### src/rtl/fc_layer_engine.sv
// Fully-connected layer engine: one multiply-accumulate per cycle over N_IN
// input/weight pairs per neuron, bias preload, floor-shift back to DATA_W,
// saturation, optional ReLU, result write-out and running argmax tracking.
// Memories are external with one-cycle synchronous read latency; every
// address is issued one cycle before its data is consumed.
module fc_layer_engine #(
   parameter int N_IN      = 60,
   parameter int N_OUT     = 48,
   parameter int DATA_W    = 32,
   parameter int FRAC_BITS = 16,
   parameter int RELU_EN   = 1,
   localparam int IN_AW    = (N_IN > 1) ? $clog2(N_IN) : 1,
   localparam int OUT_AW   = (N_OUT > 1) ? $clog2(N_OUT) : 1,
   localparam int W_AW     = ((N_IN * N_OUT) > 1) ? $clog2(N_IN * N_OUT) : 1,
   localparam int ACC_W    = 2 * DATA_W + $clog2(N_IN) + 1
) (
   input  logic                     Clk,
   input  logic                     Reset_n,
   input  logic                     start,
   input  logic signed [DATA_W-1:0] in_data,
   input  logic signed [DATA_W-1:0] weight,
   input  logic signed [DATA_W-1:0] bias,
   output logic [IN_AW-1:0]         in_addr,
   output logic [W_AW-1:0]          weight_addr,
   output logic [OUT_AW-1:0]        bias_addr,
   output logic [OUT_AW-1:0]        out_addr,
   output logic signed [DATA_W-1:0] out_data,
   output logic                     out_wren,
   output logic                     busy,
   output logic                     done,
   output logic [OUT_AW-1:0]        max_idx,
   output logic signed [DATA_W-1:0] max_val
);

   typedef enum logic [2:0] {
      S_IDLE  = 3'd0,
      S_BIAS  = 3'd1,
      S_MAC   = 3'd2,
      S_FLUSH = 3'd3,
      S_WRITE = 3'd4,
      S_DONE  = 3'd5
   } state_t;

   // Counter limits and steps, sized to their registers so the compares stay width-clean.
   localparam logic [IN_AW-1:0]  K_LAST = IN_AW'(N_IN - 1);
   localparam logic [IN_AW-1:0]  K_ONE  = IN_AW'(1);
   localparam logic [OUT_AW-1:0] N_LAST = OUT_AW'(N_OUT - 1);
   localparam logic [OUT_AW-1:0] N_ONE  = OUT_AW'(1);
   localparam logic [W_AW-1:0]   W_STEP = W_AW'(N_IN);

   // Representable result range, expressed at accumulator width for signed compares.
   localparam logic signed [ACC_W-1:0] SAT_MAX = {{(ACC_W-DATA_W+1){1'b0}}, {(DATA_W-1){1'b1}}};
   localparam logic signed [ACC_W-1:0] SAT_MIN = {{(ACC_W-DATA_W+1){1'b1}}, {(DATA_W-1){1'b0}}};

   state_t                     state_r;
   logic [OUT_AW-1:0]          n_r;
   logic [IN_AW-1:0]           k_r;
   logic [W_AW-1:0]            w_base_r;   // n*N_IN, advanced by N_IN per neuron
   logic signed [ACC_W-1:0]    acc_r;

   logic signed [2*DATA_W-1:0] prod_s;
   logic signed [ACC_W-1:0]    prod_ext_s;
   logic signed [ACC_W-1:0]    bias_ext_s;
   logic signed [ACC_W-1:0]    acc_sum_s;
   logic [IN_AW-1:0]           k_nxt_s;

   // Floor-shift the accumulator back to DATA_W, clamp to range, then apply ReLU.
   function automatic logic signed [DATA_W-1:0] finish_result(input logic signed [ACC_W-1:0] a);
      logic signed [ACC_W-1:0]  sh;
      logic signed [DATA_W-1:0] r;
      sh = a >>> FRAC_BITS;
      if (sh > SAT_MAX) begin
         r = SAT_MAX[DATA_W-1:0];
      end else if (sh < SAT_MIN) begin
         r = SAT_MIN[DATA_W-1:0];
      end else begin
         r = sh[DATA_W-1:0];
      end
      if ((RELU_EN != 0) && r[DATA_W-1]) begin
         r = {DATA_W{1'b0}};
      end else begin
         r = r;
      end
      return r;
   endfunction

   // Full-precision product, bias alignment and the running sum fed to the accumulator.
   always_comb begin
      prod_s     = $signed({{DATA_W{in_data[DATA_W-1]}}, in_data})
                 * $signed({{DATA_W{weight[DATA_W-1]}}, weight});
      prod_ext_s = {{(ACC_W-2*DATA_W){prod_s[2*DATA_W-1]}}, prod_s};
      bias_ext_s = {{(ACC_W-DATA_W){bias[DATA_W-1]}}, bias} <<< FRAC_BITS;
      acc_sum_s  = acc_r + prod_ext_s;
      k_nxt_s    = k_r + K_ONE;
   end

   // Sequencer: walks BIAS/MAC/FLUSH/WRITE per neuron and owns every registered output.
   always_ff @(posedge Clk or negedge Reset_n) begin
      if (!Reset_n) begin
         state_r     <= S_IDLE;
         n_r         <= {OUT_AW{1'b0}};
         k_r         <= {IN_AW{1'b0}};
         w_base_r    <= {W_AW{1'b0}};
         acc_r       <= {ACC_W{1'b0}};
         in_addr     <= {IN_AW{1'b0}};
         weight_addr <= {W_AW{1'b0}};
         bias_addr   <= {OUT_AW{1'b0}};
         out_addr    <= {OUT_AW{1'b0}};
         out_data    <= {DATA_W{1'b0}};
         out_wren    <= 1'b0;
         busy        <= 1'b0;
         done        <= 1'b0;
         max_idx     <= {OUT_AW{1'b0}};
         max_val     <= {DATA_W{1'b0}};
      end else begin
         case (state_r)
            S_IDLE: begin
               if (start) begin
                  n_r         <= {OUT_AW{1'b0}};
                  k_r         <= {IN_AW{1'b0}};
                  w_base_r    <= {W_AW{1'b0}};
                  bias_addr   <= {OUT_AW{1'b0}};
                  in_addr     <= {IN_AW{1'b0}};
                  weight_addr <= {W_AW{1'b0}};
                  busy        <= 1'b1;
                  state_r     <= S_BIAS;
               end else begin
                  busy        <= 1'b0;
               end
            end
            S_BIAS: begin
               // Bias address was presented this cycle; pair 0 is requested next.
               k_r         <= {IN_AW{1'b0}};
               in_addr     <= {IN_AW{1'b0}};
               weight_addr <= w_base_r;
               state_r     <= S_MAC;
            end
            S_MAC: begin
               // Data arriving now belongs to the address issued one cycle earlier.
               if (k_r == {IN_AW{1'b0}}) begin
                  acc_r <= bias_ext_s;
               end else begin
                  acc_r <= acc_sum_s;
               end
               if (k_r == K_LAST) begin
                  state_r <= S_FLUSH;
               end else begin
                  k_r         <= k_nxt_s;
                  in_addr     <= k_nxt_s;
                  weight_addr <= w_base_r + W_AW'(k_nxt_s);
               end
            end
            S_FLUSH: begin
               // Last pair completes the sum; result is registered for the WRITE cycle.
               acc_r    <= acc_sum_s;
               out_data <= finish_result(acc_sum_s);
               out_addr <= n_r;
               out_wren <= 1'b1;
               state_r  <= S_WRITE;
            end
            S_WRITE: begin
               out_wren <= 1'b0;
               // Strict compare keeps the lowest index on ties.
               if ((n_r == {OUT_AW{1'b0}}) || (out_data > max_val)) begin
                  max_val <= out_data;
                  max_idx <= n_r;
               end else begin
                  max_val <= max_val;
               end
               if (n_r == N_LAST) begin
                  done    <= 1'b1;
                  state_r <= S_DONE;
               end else begin
                  n_r         <= n_r + N_ONE;
                  w_base_r    <= w_base_r + W_STEP;
                  bias_addr   <= n_r + N_ONE;
                  in_addr     <= {IN_AW{1'b0}};
                  weight_addr <= w_base_r + W_STEP;
                  state_r     <= S_BIAS;
               end
            end
            S_DONE: begin
               done    <= 1'b0;
               busy    <= 1'b0;
               state_r <= S_IDLE;
            end
            default: begin
               out_wren <= 1'b0;
               done     <= 1'b0;
               busy     <= 1'b0;
               state_r  <= S_IDLE;
            end
         endcase
      end
   end

endmodule

### config.mk
export PLATFORM = sky130hd
export DESIGN_NAME = fc_layer_engine
export DESIGN_NICKNAME = d
export VERILOG_FILES = /design/src/rtl/fc_layer_engine.sv
export SDC_FILE = /design/constraint.sdc
export NUM_CORES = 2
export LEC_CHECK = 0
export BUFFER_PORTS_ARGS = -buffer_cell sky130_fd_sc_hd__clkbuf_2
export CORE_ASPECT_RATIO = 0.6
export CORE_MARGIN = 2
export CORE_UTILIZATION = 35
export DETAILED_ROUTE_END_ITERATION = 12
export SLEW_MARGIN = 20
export SYNTH_ARGS = -nofsm -noshare
export SYNTH_HDL_FRONTEND = slang
export SYNTH_SLANG_ARGS = --single-unit
### constraint.sdc
create_clock -name Clk -period 8.63 [get_ports Clk]
set_input_delay 1.726 -clock Clk [delete_from_list [all_inputs] [get_ports Clk]]
set_output_delay 1.726 -clock Clk [all_outputs]
set_load 0.005 [all_outputs]
==> flow_summary.json <==
{
  "setup_tns_ps": -30640,
  "syn_area_per_cell_sq_um": 9.17,
  "min_period_over_period": 1.10,
  "die_area_sq_um": 154000,
  "fill_cells": 14410,
  "die_h_microns": 305,
  "status": "finished, violations left",
  "synth_top_cells_by_count": "inv_1, fa_1, nand2_1",
  "cp-startpoint": "weight[22]",
  "max_cap_viol_count": 0,
  "syn_area_sq_um": 52800,
  "io_buffers": 199,
  "grt_start_max_net_pins": 165,
  "hold_violations": 0,
  "grt_antenna_before_repair": 6,
  "dp_hpwl_microns": 142000,
  "clkSlewWorstSetupHoldPaths_ps": 70,
  "synth_flop_cell": "dfrtp_1",
  "worstPathMaxFanout": 17,
  "async_reset_ff_frac": 1.00,
  "ant_nets": 0,
  "rsz0062_at_grt": "yes",
  "wl_per_cell_microns": 19.5,
  "grt_pass1_vias": 44001,
  "crit_path_frequent_cell": "fa_1",
  "netlist_instances": 5761,
  "cts_sinks": 191,
  "track_usage": 0.215,
  "tritoncts": "built",
  "path_class": "input port to flip-flop",
  "yosysMostFrequentCell": "inv_1",
  "finalClockSkew_ps": 33.4,
  "drtPass1Iterations": 7,
  "synthTopCellsByArea": "fa_1, inv_1, dfrtp_1, ha_1, nand2_1",
  "timing.slew.headroom": 0.273,
  "cts_max_level": 4,
  "drt_iter0_drc": 3523,
  "r2r_slack_ps": 250,
  "startpoint_type": "input port",
  "placed_area_sq_um": 61900,
  "rows": 110,
  "via_per_inst": 4.93,
  "cts_root_buffer": "clkbuf_16",
  "gp_congestion": 0.949,
  "setup_slack_ps": -894,
  "areaGrowthSynthToFinish_pct": 25.3,
  "worstSkewPairLatency_ps": 510,
  "drt-total-wl_microns": 166000,
  "ys_seq_elements": 191,
  "violations": "setup timing",
  "cpPeakStageDelay_ps": 590,
  "core_sq_um": 150000,
  "postCtsHoldBufs": 0,
  "setup_violations": 48,
  "grt_pass1_wl_microns": 260000,
  "start_util": 0.352,
  "crit_required_ps": 9020,
  "endpoint_kind": "flip-flop",
  "ys_types": 81,
  "synth.top_cell.area_share": 0.484,
  "io_pins": 202,
  "cts_made_buffers": 25,
  "drc": 0,
  "max_freq_mhz": 105,
  "synth_area_leader_cell": "fa_1",
  "finalMaxSlewViolations": 0,
  "min_period_ps": 9520,
  "synth_edf_count": 0,
  "final_area_sq_um": 66200,
  "vias": 42084,
  "synth-warning-count": 0,
  "tightest_slew_ps": 1090,
  "die_width_microns": 506,
  "whs_ps": 475,
  "clock_path_buffers": 3,
  "layout-drive-gt1-share": 0.225,
  "slowest_stage": "fa_1",
  "nets": 8161,
  "arrival_ps": 9910,
  "ys_seq_area_frac": 0.0905,
  "min_from": "in_addr[3]",
  "hold_class": "flip-flop to flip-flop",
  "r2r_start": "acc_r[28]",
  "overflow": 0
}
## path summary, 6_finish.rpt
check                           depth (start not counted)      endpoint
worst min register to register                          1    in_addr[3]
max in group asynchronous                               2     acc_r[69]
min in group asynchronous                               1      acc_r[2]
worst max-delay path                                   32  out_data[24]
worst min-delay path                                    1    in_addr[3]
worst max register to register                         29  out_data[24]
## final cells by class
cell class | count | area [sq um] | area share
multi-input cells | 3945 | 44200 | 0.669
repair buffers | 1039 | 8980 | 0.136
inverters | 1310 | 4930 | 0.0745
flip-flops and latches | 191 | 4780 | 0.0722
well taps | 2016 | 2520 | 0.0381
clock buffers | 27 | 633 | 0.00957
clock inverters | 5 | 80.1 | 0.00121
diodes | 4 | 10.0 | 0.000151
## cell usage in the layout (no fill, tap or decap), drive strengths merged, types with 21 or more instances in the layout
| cell | instances |
|---|---|
| nand3 | 35 |
| a211oi | 26 |
| ha | 274 |
| nand4 | 80 |
| xnor2 | 39 |
| o21ai | 118 |
| and2 | 417 |
| a2bb2oi | 38 |
| dfrtp | 191 |
| a31oi | 64 |
| inv | 1306 |
| o21a | 21 |
| nor3 | 22 |
| xor2 | 33 |
| a21o | 49 |
| nand2 | 857 |
| a21oi | 164 |
| clkbuf | 226 |
| buf | 840 |
| nor2 | 165 |
| fa | 1276 |
| o211ai | 51 |
| nand2b | 23 |
## cells by family after synthesis
group,synth area share
AND/OR/NAND/NOR,0.149
flip-flops,0.0905
adder cells (fa/ha/maj),0.548
buffers and inverters,0.117
other,0.0000710
multiplexers,0.00244
XOR/XNOR,0.0119
AO/OA/AOI/OAI,0.0806
## worst max-delay path: cells and delay by family
kind                     cells  cell delay, ps
buffers and inverters       12            1180
adder cells (fa/ha/maj)      9            4390
AND/OR/NAND/NOR              4            1040
AO/OA/AOI/OAI                7            1560
## stage by stage
| step | cells | setup slack (ps) | util |
|---|---|---|---|
| 6_report | 8537 | -894 | 0.441 |
| 5_1_grt | 8537 | -1040 | 0.441 |
| 4_1_cts | 8457 | -908 | 0.428 |
| 3_5_place_dp | 8386 | -1620 | 0.413 |
| 3_3_place_gp | 8386 | -1640 | 0.413 |
| 2_1_floorplan | 5763 | -1230 | - |
## routing by layer
metal / global-route usage / vias up / part of all wire
met5: 0 / - / 0
met4: 0.0206 / 0 / 0.0095
met3: 0.0291 / 90 / 0.077
met2: 0.315 / 1265 / 0.43
met1: 0.344 / 21904 / 0.48
li1: - / 18825 / -
## timing repair
action                     4_1_cts  5_1_grt
cloned                           3       10
setup endpoints to repair       64       76
pin swaps                      100      181
gates resized for setup        222      301
buffers inserted                39       71
## sequential cells by signal (all words and copies together) (netlist names), 3 cells and up
register and cells:
acc_r 71, in_addr 6, k_r 6, max_idx 6, max_val 31, n_r 6
out_addr 6, out_data 31, state_r 3, w_base_r 10, weight_addr 12
Power is not shown: default switching activity piles up to over one toggle a cycle in this logic, so the estimate is an artifact.
